[src/rtl/divmod_pkg.sv]
// Shared types and defaults for the iterative divider.
// Ports: none (package). State encoding and default operand width.
// Optional signed support in divmod_unit is controlled by macro DIVMOD_SIGNED_EN.
package divmod_pkg;

  typedef enum logic [1:0] {
    IDLE = 2'd0,
    CALC = 2'd1,
    DONE = 2'd2
  } divmod_state_t;

  localparam int DIVMOD_DEFAULT_W = 8;

endpackage

[src/rtl/divmod_step.sv]
// One combinational restoring-division step: shift in a dividend bit, trial-subtract.
// Ports: i_rem/i_msb/i_dsr in; o_rem (next partial remainder), o_qbit (quotient bit) out.
// Latency: combinational; no handshake.
module divmod_step #(
  parameter int W = 8
) (
  input  logic [W-1:0] i_rem,
  input  logic         i_msb,
  input  logic [W-1:0] i_dsr,
  output logic [W-1:0] o_rem,
  output logic         o_qbit
);

  logic [W:0] w_shift;
  logic [W:0] w_diff;

  // The shifted remainder needs W+1 bits: rem < divisor <= 2^W-1, so 2*rem+1 can exceed W bits.
  assign w_shift = {i_rem, i_msb};
  assign w_diff  = w_shift - {1'b0, i_dsr};

  // |w_shift - divisor| < 2^W, so bit W of the difference is a clean borrow flag.
  assign o_qbit = ~w_diff[W];
  assign o_rem  = o_qbit ? w_diff[W-1:0] : w_shift[W-1:0];

endmodule

[src/rtl/divmod_unit.sv]
// Iterative restoring divider returning quotient and remainder, one quotient bit per clock.
// Ports: clk/rst_n; in_valid/in_ready + operands + in_signed; out_valid/out_ready + results + div-by-zero flag.
// Latency DATA_WIDTH edges after accept (div-by-zero: result registered on the accept edge); in_ready only in IDLE.
// Macro DIVMOD_SIGNED_EN adds two's-complement operation selected by in_signed.
module divmod_unit
  import divmod_pkg::*;
#(
  parameter int DATA_WIDTH = DIVMOD_DEFAULT_W
) (
  input  logic                  clk,
  input  logic                  rst_n,
  input  logic                  in_valid,
  output logic                  in_ready,
  input  logic [DATA_WIDTH-1:0] in_dividend,
  input  logic [DATA_WIDTH-1:0] in_divisor,
  input  logic                  in_signed,
  output logic                  out_valid,
  input  logic                  out_ready,
  output logic [DATA_WIDTH-1:0] out_quotient,
  output logic [DATA_WIDTH-1:0] out_remainder,
  output logic                  out_div_by_zero
);

  localparam int W     = DATA_WIDTH;
  localparam int CNT_W = $clog2(DATA_WIDTH + 1);

  divmod_state_t r_state, w_state_nxt;

  logic [CNT_W-1:0] r_cnt;
  logic [W-1:0]     r_dvd, r_dsr, r_rem, r_quo;
  logic [W-1:0]     r_q_out, r_r_out;
  logic             r_dbz;

  logic             w_dsr_zero, w_last, w_qbit;
  logic [W-1:0]     w_rem_nxt, w_quo_nxt;
  logic [W-1:0]     w_dvd_mag, w_dsr_mag, w_q_fin, w_r_fin;

  assign w_dsr_zero = (in_divisor == '0);
  assign w_last     = (r_cnt == CNT_W'(W - 1));
  assign w_quo_nxt  = {r_quo[W-2:0], w_qbit};

  divmod_step #(.W(W)) u_step (
    .i_rem  (r_rem),
    .i_msb  (r_dvd[W-1]),
    .i_dsr  (r_dsr),
    .o_rem  (w_rem_nxt),
    .o_qbit (w_qbit)
  );

`ifdef DIVMOD_SIGNED_EN
  logic w_dvd_neg, w_dsr_neg;
  logic r_neg_q, r_neg_r;

  assign w_dvd_neg = in_signed & in_dividend[W-1];
  assign w_dsr_neg = in_signed & in_divisor[W-1];
  assign w_dvd_mag = w_dvd_neg ? -in_dividend : in_dividend;
  assign w_dsr_mag = w_dsr_neg ? -in_divisor  : in_divisor;

  // MIN/-1 needs no special case: |MIN| read as unsigned divided by 1 gives MIN, signs agree.
  assign w_q_fin = r_neg_q ? -w_quo_nxt : w_quo_nxt;
  assign w_r_fin = r_neg_r ? -w_rem_nxt : w_rem_nxt;

  always_ff @(posedge clk or negedge rst_n) begin
    if (!rst_n) begin
      r_neg_q <= 1'b0;
      r_neg_r <= 1'b0;
    end else if (r_state == IDLE && in_valid) begin
      r_neg_q <= w_dvd_neg ^ w_dsr_neg;
      r_neg_r <= w_dvd_neg;
    end
  end
`else
  logic w_unused_signed;

  assign w_unused_signed = in_signed;
  assign w_dvd_mag       = in_dividend;
  assign w_dsr_mag       = in_divisor;
  assign w_q_fin         = w_quo_nxt;
  assign w_r_fin         = w_rem_nxt;
`endif

  always_ff @(posedge clk or negedge rst_n) begin
    if (!rst_n) r_state <= IDLE;
    else        r_state <= w_state_nxt;
  end

  always_comb begin
    w_state_nxt = r_state;
    in_ready    = 1'b0;
    out_valid   = 1'b0;
    case (r_state)
      IDLE: begin
        in_ready = 1'b1;
        if (in_valid) w_state_nxt = w_dsr_zero ? DONE : CALC;
      end
      CALC: begin
        if (w_last) w_state_nxt = DONE;
      end
      DONE: begin
        out_valid = 1'b1;
        if (out_ready) w_state_nxt = IDLE;
      end
      default: w_state_nxt = IDLE;
    endcase
  end

  always_ff @(posedge clk or negedge rst_n) begin
    if (!rst_n) begin
      r_cnt   <= '0;
      r_dvd   <= '0;
      r_dsr   <= '0;
      r_rem   <= '0;
      r_quo   <= '0;
      r_q_out <= '0;
      r_r_out <= '0;
      r_dbz   <= 1'b0;
    end else begin
      case (r_state)
        IDLE: begin
          if (in_valid) begin
            r_dvd <= w_dvd_mag;
            r_dsr <= w_dsr_mag;
            r_rem <= '0;
            r_quo <= '0;
            r_cnt <= '0;
            r_dbz <= w_dsr_zero;
            // Divide-by-zero skips CALC, so its result is registered right here.
            if (w_dsr_zero) begin
              r_q_out <= '1;
              r_r_out <= in_dividend;
            end
          end
        end
        CALC: begin
          r_dvd <= r_dvd << 1;
          r_rem <= w_rem_nxt;
          r_quo <= w_quo_nxt;
          r_cnt <= r_cnt + 1'b1;
          if (w_last) begin
            r_q_out <= w_q_fin;
            r_r_out <= w_r_fin;
          end
        end
        default: ;
      endcase
    end
  end

  assign out_quotient    = r_q_out;
  assign out_remainder   = r_r_out;
  assign out_div_by_zero = r_dbz;

endmodule

[config.mk]
export PLATFORM = sky130hd
export DESIGN_NAME = divmod_unit
export DESIGN_NICKNAME = d
export VERILOG_FILES = /design/src/rtl/divmod_pkg.sv /design/src/rtl/divmod_step.sv /design/src/rtl/divmod_unit.sv
export SDC_FILE = /design/constraint.sdc
export NUM_CORES = 1
export LEC_CHECK = 0
export ABC_AREA = 1
export CAP_MARGIN = 20
export CORE_MARGIN = 5
export CORE_UTILIZATION = 45
export CTS_CLUSTER_SIZE = 8
export DETAILED_ROUTE_END_ITERATION = 10
export DONT_BUFFER_PORTS = 1
export PLACE_DENSITY = 0.64
export SYNTH_ARGS = -nofsm -noshare
export SYNTH_HDL_FRONTEND = slang
export SYNTH_SLANG_ARGS = --single-unit
export TNS_END_PERCENT = 50
[constraint.sdc]
create_clock -name clk -period 5.62 [get_ports clk]
set_input_delay 1.686 -clock clk [delete_from_list [all_inputs] [get_ports clk]]
set_output_delay 1.686 -clock clk [all_outputs]
set_load 0.03 [all_outputs]
======== Word-level counts from Yosys, hierarchy flattened ========
Cells that the tools add are included.
storage, ports and cells
  flip-flop bits (word level) ............. 54
  output and inout port bits .............. 19
operators by class
  add/subtract/negate cells ............... 2
  eq/ne operators ......................... 7
  multiplexer cells ....................... 23
  bitwise operators ....................... 1
  reduce and logical (&&, ||, !) cells .... 7
operator list
  operator                                              count
  two-way mux 8 bit                                     9
  case mux 8 bit (2 select lines)                       4
  case mux 7 bit (2 select lines)                       1
  subtractor 9 x 8 -> 9 bit                             1
  logical NOT 8 bit                                     1
  two-way mux 2 bit                                     4
  != test 2 bit (second input constant)                 4
  case mux 4 bit (2 select lines)                       1
  case mux 2 bit (3 select lines)                       1
  adder 4 x 1 -> 4 bit (second input constant)          1
  equality test 4 x 3 -> 1 bit (second input constant)  1
  two-way mux 4 bit                                     1
  AND reduction 2 bit                                   2
  AND reduction 4 bit                                   1
  AND reduction 3 bit                                   1
  equality test 2 x 1 -> 1 bit (second input constant)  1
  equality test 2 bit (second input constant)           1
  logical NOT 2 bit                                     1
  two-way mux 1 bit                                     2
  nonzero test 2 bit                                    1
  inverter 1 bit                                        1

======== Depth between registers and ports, before layout ========
  depth after elaboration ................. 4
  depth in mapped cells ................... 14
  gate-level depth less buffers ........... 14

======== Cells and area by module ========
A second synthesis with hierarchy kept.
second synthesis, totals
  cells, all modules ...................... 352
  area, all modules ....................... 2924.1 um^2
by module, submodules not included
  module       instances  cells each  area each (um^2)  seq. area each (um^2)
  divmod_unit  1          247         2336.0            1351.3
  divmod_step  1          105         588.1             0.0

======== Least setup slack after synthesis ========
OpenSTA, ideal clock, no wires.
  kind .................................... input to register
  start point ............................. in in_divisor[6]
  end point ............................... reg r_r_out[1], in the netlist out_remainder[1]
  setup time .............................. 113 ps
  data arrival time ....................... 2493 ps
  setup slack ............................. 3014 ps
  cell stages on the path ................. 9
  buffers on the path ..................... 1
  path through ............................ inv_1 > nand4_1 > nor2_1 > o21ai_2 > buf_6 > nor2_1 > nand3_1 > nand2_1 > inv_1
between the ends
  longest elaborated chain between the ends .. 3
ends and longest elaborated chain
  element                               line                source
  start, declared                       divmod_unit.sv:15   input logic [DATA_WIDTH-1:0] in_divisor,
  logical NOT 8 bit                     divmod_unit.sv:38   assign w_dsr_zero = (in_divisor == '0);
  != test 2 bit (no source line)        n/a
  AND reduction 4 bit (no source line)  n/a
  end signal, assigned                  divmod_unit.sv:130  r_r_out <= in_dividend;
  end signal, assigned                  divmod_unit.sv:141  r_r_out <= w_r_fin;
  end, declared                         divmod_unit.sv:31   logic [W-1:0] r_q_out, r_r_out;
Every way passes these cells.
A chain may end at the register's enable or synchronous reset.

======== Worst setup path in the final report ========
  start point ............................. reg r_state[1]
  end point ............................... out out_valid
between the ends
  longest elaborated chain between the ends .. 2
ends and longest elaborated chain
  element                 line               source
  start, declared         divmod_unit.sv:27  divmod_state_t r_state, w_state_nxt;
  start signal, assigned  divmod_unit.sv:84  else r_state <= w_state_nxt;
  equality test 2 bit     divmod_unit.sv:91  case (r_state)
  two-way mux 1 bit       divmod_unit.sv:91
  end, declared           divmod_unit.sv:17  output logic out_valid,
Every way passes these cells.

==> impl_metrics.tcl <==
set metrics [dict create \
    status "finished clean" \
    cts_hold_buf 0 \
    grt_max_degree 55 \
    synth.most_common_cell "nand2_1" \
    slew_violations 0 \
    finalHoldViolCount 0 \
    route.detailed.drc 0 \
    grt.met3_usage_pct 4.332 \
    io_buffers 0 \
    fmax_mhz 338.2 \
    hold_class "flip-flop to flip-flop" \
    place_area_mm2 0.002887 \
    postCtsSetupBuffers 0 \
    syn_avg_cell_area_um2 7.842 \
    finalCritPeriodShare_pct 52.61 \
    yosysTopAreaCellShare_pct 47.47 \
    startpoint_type "flip-flop" \
    yosys.cell_types.count 29 \
    viasPerCell 5.066 \
    gr-total-overflow 0 \
    crit_required_ps 3930 \
    die_x_um 89.54 \
    synthTopCellsByArea "dfrtp_1 (47%), nand2_1 (11%), inv_1 (10%)" \
    first_global_vias 2249 \
    min_period_ps 2957 \
    die-height_um 89.54 \
    power-per-cell-area_mw_per_mm2 670.6 \
    synth_edf_count 0 \
    synth_seq_cells 54 \
    post_cts_resize_count 0 \
    cts_root_buf "clkbuf_8" \
    final_layout_size_suffix_gt1_share_pct 5.510 \
    cp_max_fo 4 \
    worst_pin_slew_ps 553.4 \
    grt_busiest_layer "met2" \
    routed_wl_mm 6.001 \
    die_area_mm2 0.008017 \
    postSynth.asyncResetShare_pct 100.0 \
    cts_buffer_depth 2 \
    wl_per_cell_um 13.64 \
    finalClockSkew_ps 14.96 \
    drt.antenna.violating_nets 0 \
    fin_util_pct 48.00 \
    arrival_ps 1270 \
    crit_path_end_kind "output pin" \
    dr.pass1.iters 4 \
    finalInstanceArea_mm2 0.002995 \
    cts_tree "built" \
    cts.sinks 54 \
    area_growth_pct 5.231 \
    netlist_area_mm2 0.002846 \
    grt_pass1_wl_mm 10.65 \
    htree_levels 2 \
    slew_headroom_pct 62.97 \
    ios 40 \
    syn_nets 394 \
    met2_usage_pct 26.72 \
    use_met1_pct 24.33 \
    setup_viol 0 \
    leakage_nw 1.679 \
    fin_tns_setup_ps 0 \
    r2r_slack_ps 3440 \
    rows 29 \
    grt_usage_pct 17.30 \
    ys_warn_count 0 \
    path_class "flip-flop to output pin" \
    cts.clk_slew.worst_paths_ps 110 \
    synthCells 363 \
    dp_hpwl_mm 4.268 \
    synth_top_flop_cell "dfrtp_1" \
    nets 393 \
    max_cap_violations 0 \
    core_mm2 0.006241 \
    holdWs_ps 485.5 \
    antenna_found_initial 0 \
    ir_worst_vdd_mv 0.2483 \
    insertion_delay_ps 320 \
    synth_seq_area_share_pct 47.47 \
    rsz0062_at_grt "false" \
    antenna_cells 0 \
    via_count 2229 \
    drt-initial-drc-count 113 \
    start_util_pct 45.61 \
    synthTopCellsByCount "nand2_1 (87), inv_1 (79), dfrtp_1 (54)" \
    synth_top_area_cell "dfrtp_1" \
    cts_buffers 5 \
    gp_congestion 0.8425 \
    fill_cells 630 \
]
-- metal layers --
| metal | vias up | wire length, um | part of all wire (%) |
|---|---|---|---|
| met5 | - | 0 | 0 |
| met4 | 0 | 85 | 1.4 |
| met3 | 10 | 346 | 5.8 |
| met2 | 51 | 2712 | 45 |
| met1 | 1033 | 2856 | 48 |
| li1 | 1135 | - | - |
-- cell families after synthesis --
kind of cell / count (synthesis) / synth area share, %
AOI/OAI and AO/OA: 42 / 9.495
xor gates and xnor gates: 3 / 0.9232
muxes: 1 / 0.3517
adders and majority gates: 10 / 4.659
buffers and inverters: 92 / 13.05
and+or+nand+nor: 161 / 24.04
DFF: 54 / 47.47
-- critical path, stage by stage, from the launching register on --
cell,delay (ps)
dfrtp_1,440
inv_1,70
nor2_1,430
-- metrics by stage --
step	power [W]	cells	setup slack, ps
floorplan	0.001588	363	3014
finish	0.002009	440	2663
CTS	0.002018	439	2635
global route	0.002235	440	2602
detailed placement	0.001784	431	2301
global placement	0.001759	431	2298
-- layout by cell type (no fill, tap or decap), types with 5 or more instances in the layout --
| master | count |
|---|---|
| nand3_1 | 40 |
| ha_1 | 9 |
| nor2_1 | 24 |
| a22oi_1 | 12 |
| dfrtp_1 | 54 |
| nand2_1 | 87 |
| inv_1 | 79 |
| clkbuf_8 | 5 |
| o22ai_1 | 8 |
| o21ai_0 | 10 |
-- final timing paths --
path,startpoint,end,cells after the start
setup / recovery,r_state[1],out_valid,2
hold / removal,r_cnt[3],r_cnt[3],1
setup reg to reg,r_dvd[7],out_remainder[7],14
hold reg to reg,r_cnt[3],r_cnt[3],1
max in group asynchronous,rst_n,r_rem[5],0
min in group asynchronous,rst_n,out_quotient[7],0
-- sequential cells by signal, summed over array words and instances (netlist names) --
register,cells
out_div_by_zero,1
out_quotient,8
out_remainder,8
r_cnt,4
r_dsr,8
r_dvd,8
r_quo,7
r_rem,8
r_state,2
-- area by class of cell --
cell class / instances / area, um^2 / share of cell area, %
clock buffers: 5 / 68.82 / 2.297
multi-input cells: 217 / 1124 / 37.51
inverters: 82 / 307.8 / 10.28
repair buffers: 2 / 18.77 / 0.6266
well taps: 77 / 96.34 / 3.216
flip-flops and latches: 54 / 1351 / 45.11
clock inverters: 3 / 28.78 / 0.9607
-- where the power goes --
group | switching (W) | internal (W)
sequential | 0.000225 | 0.000563
clock | 0.000139 | 0.0000926
combinational | 0.000647 | 0.000342
total | 0.00101 | 0.000998
Power figures use the tool's default switching activity.
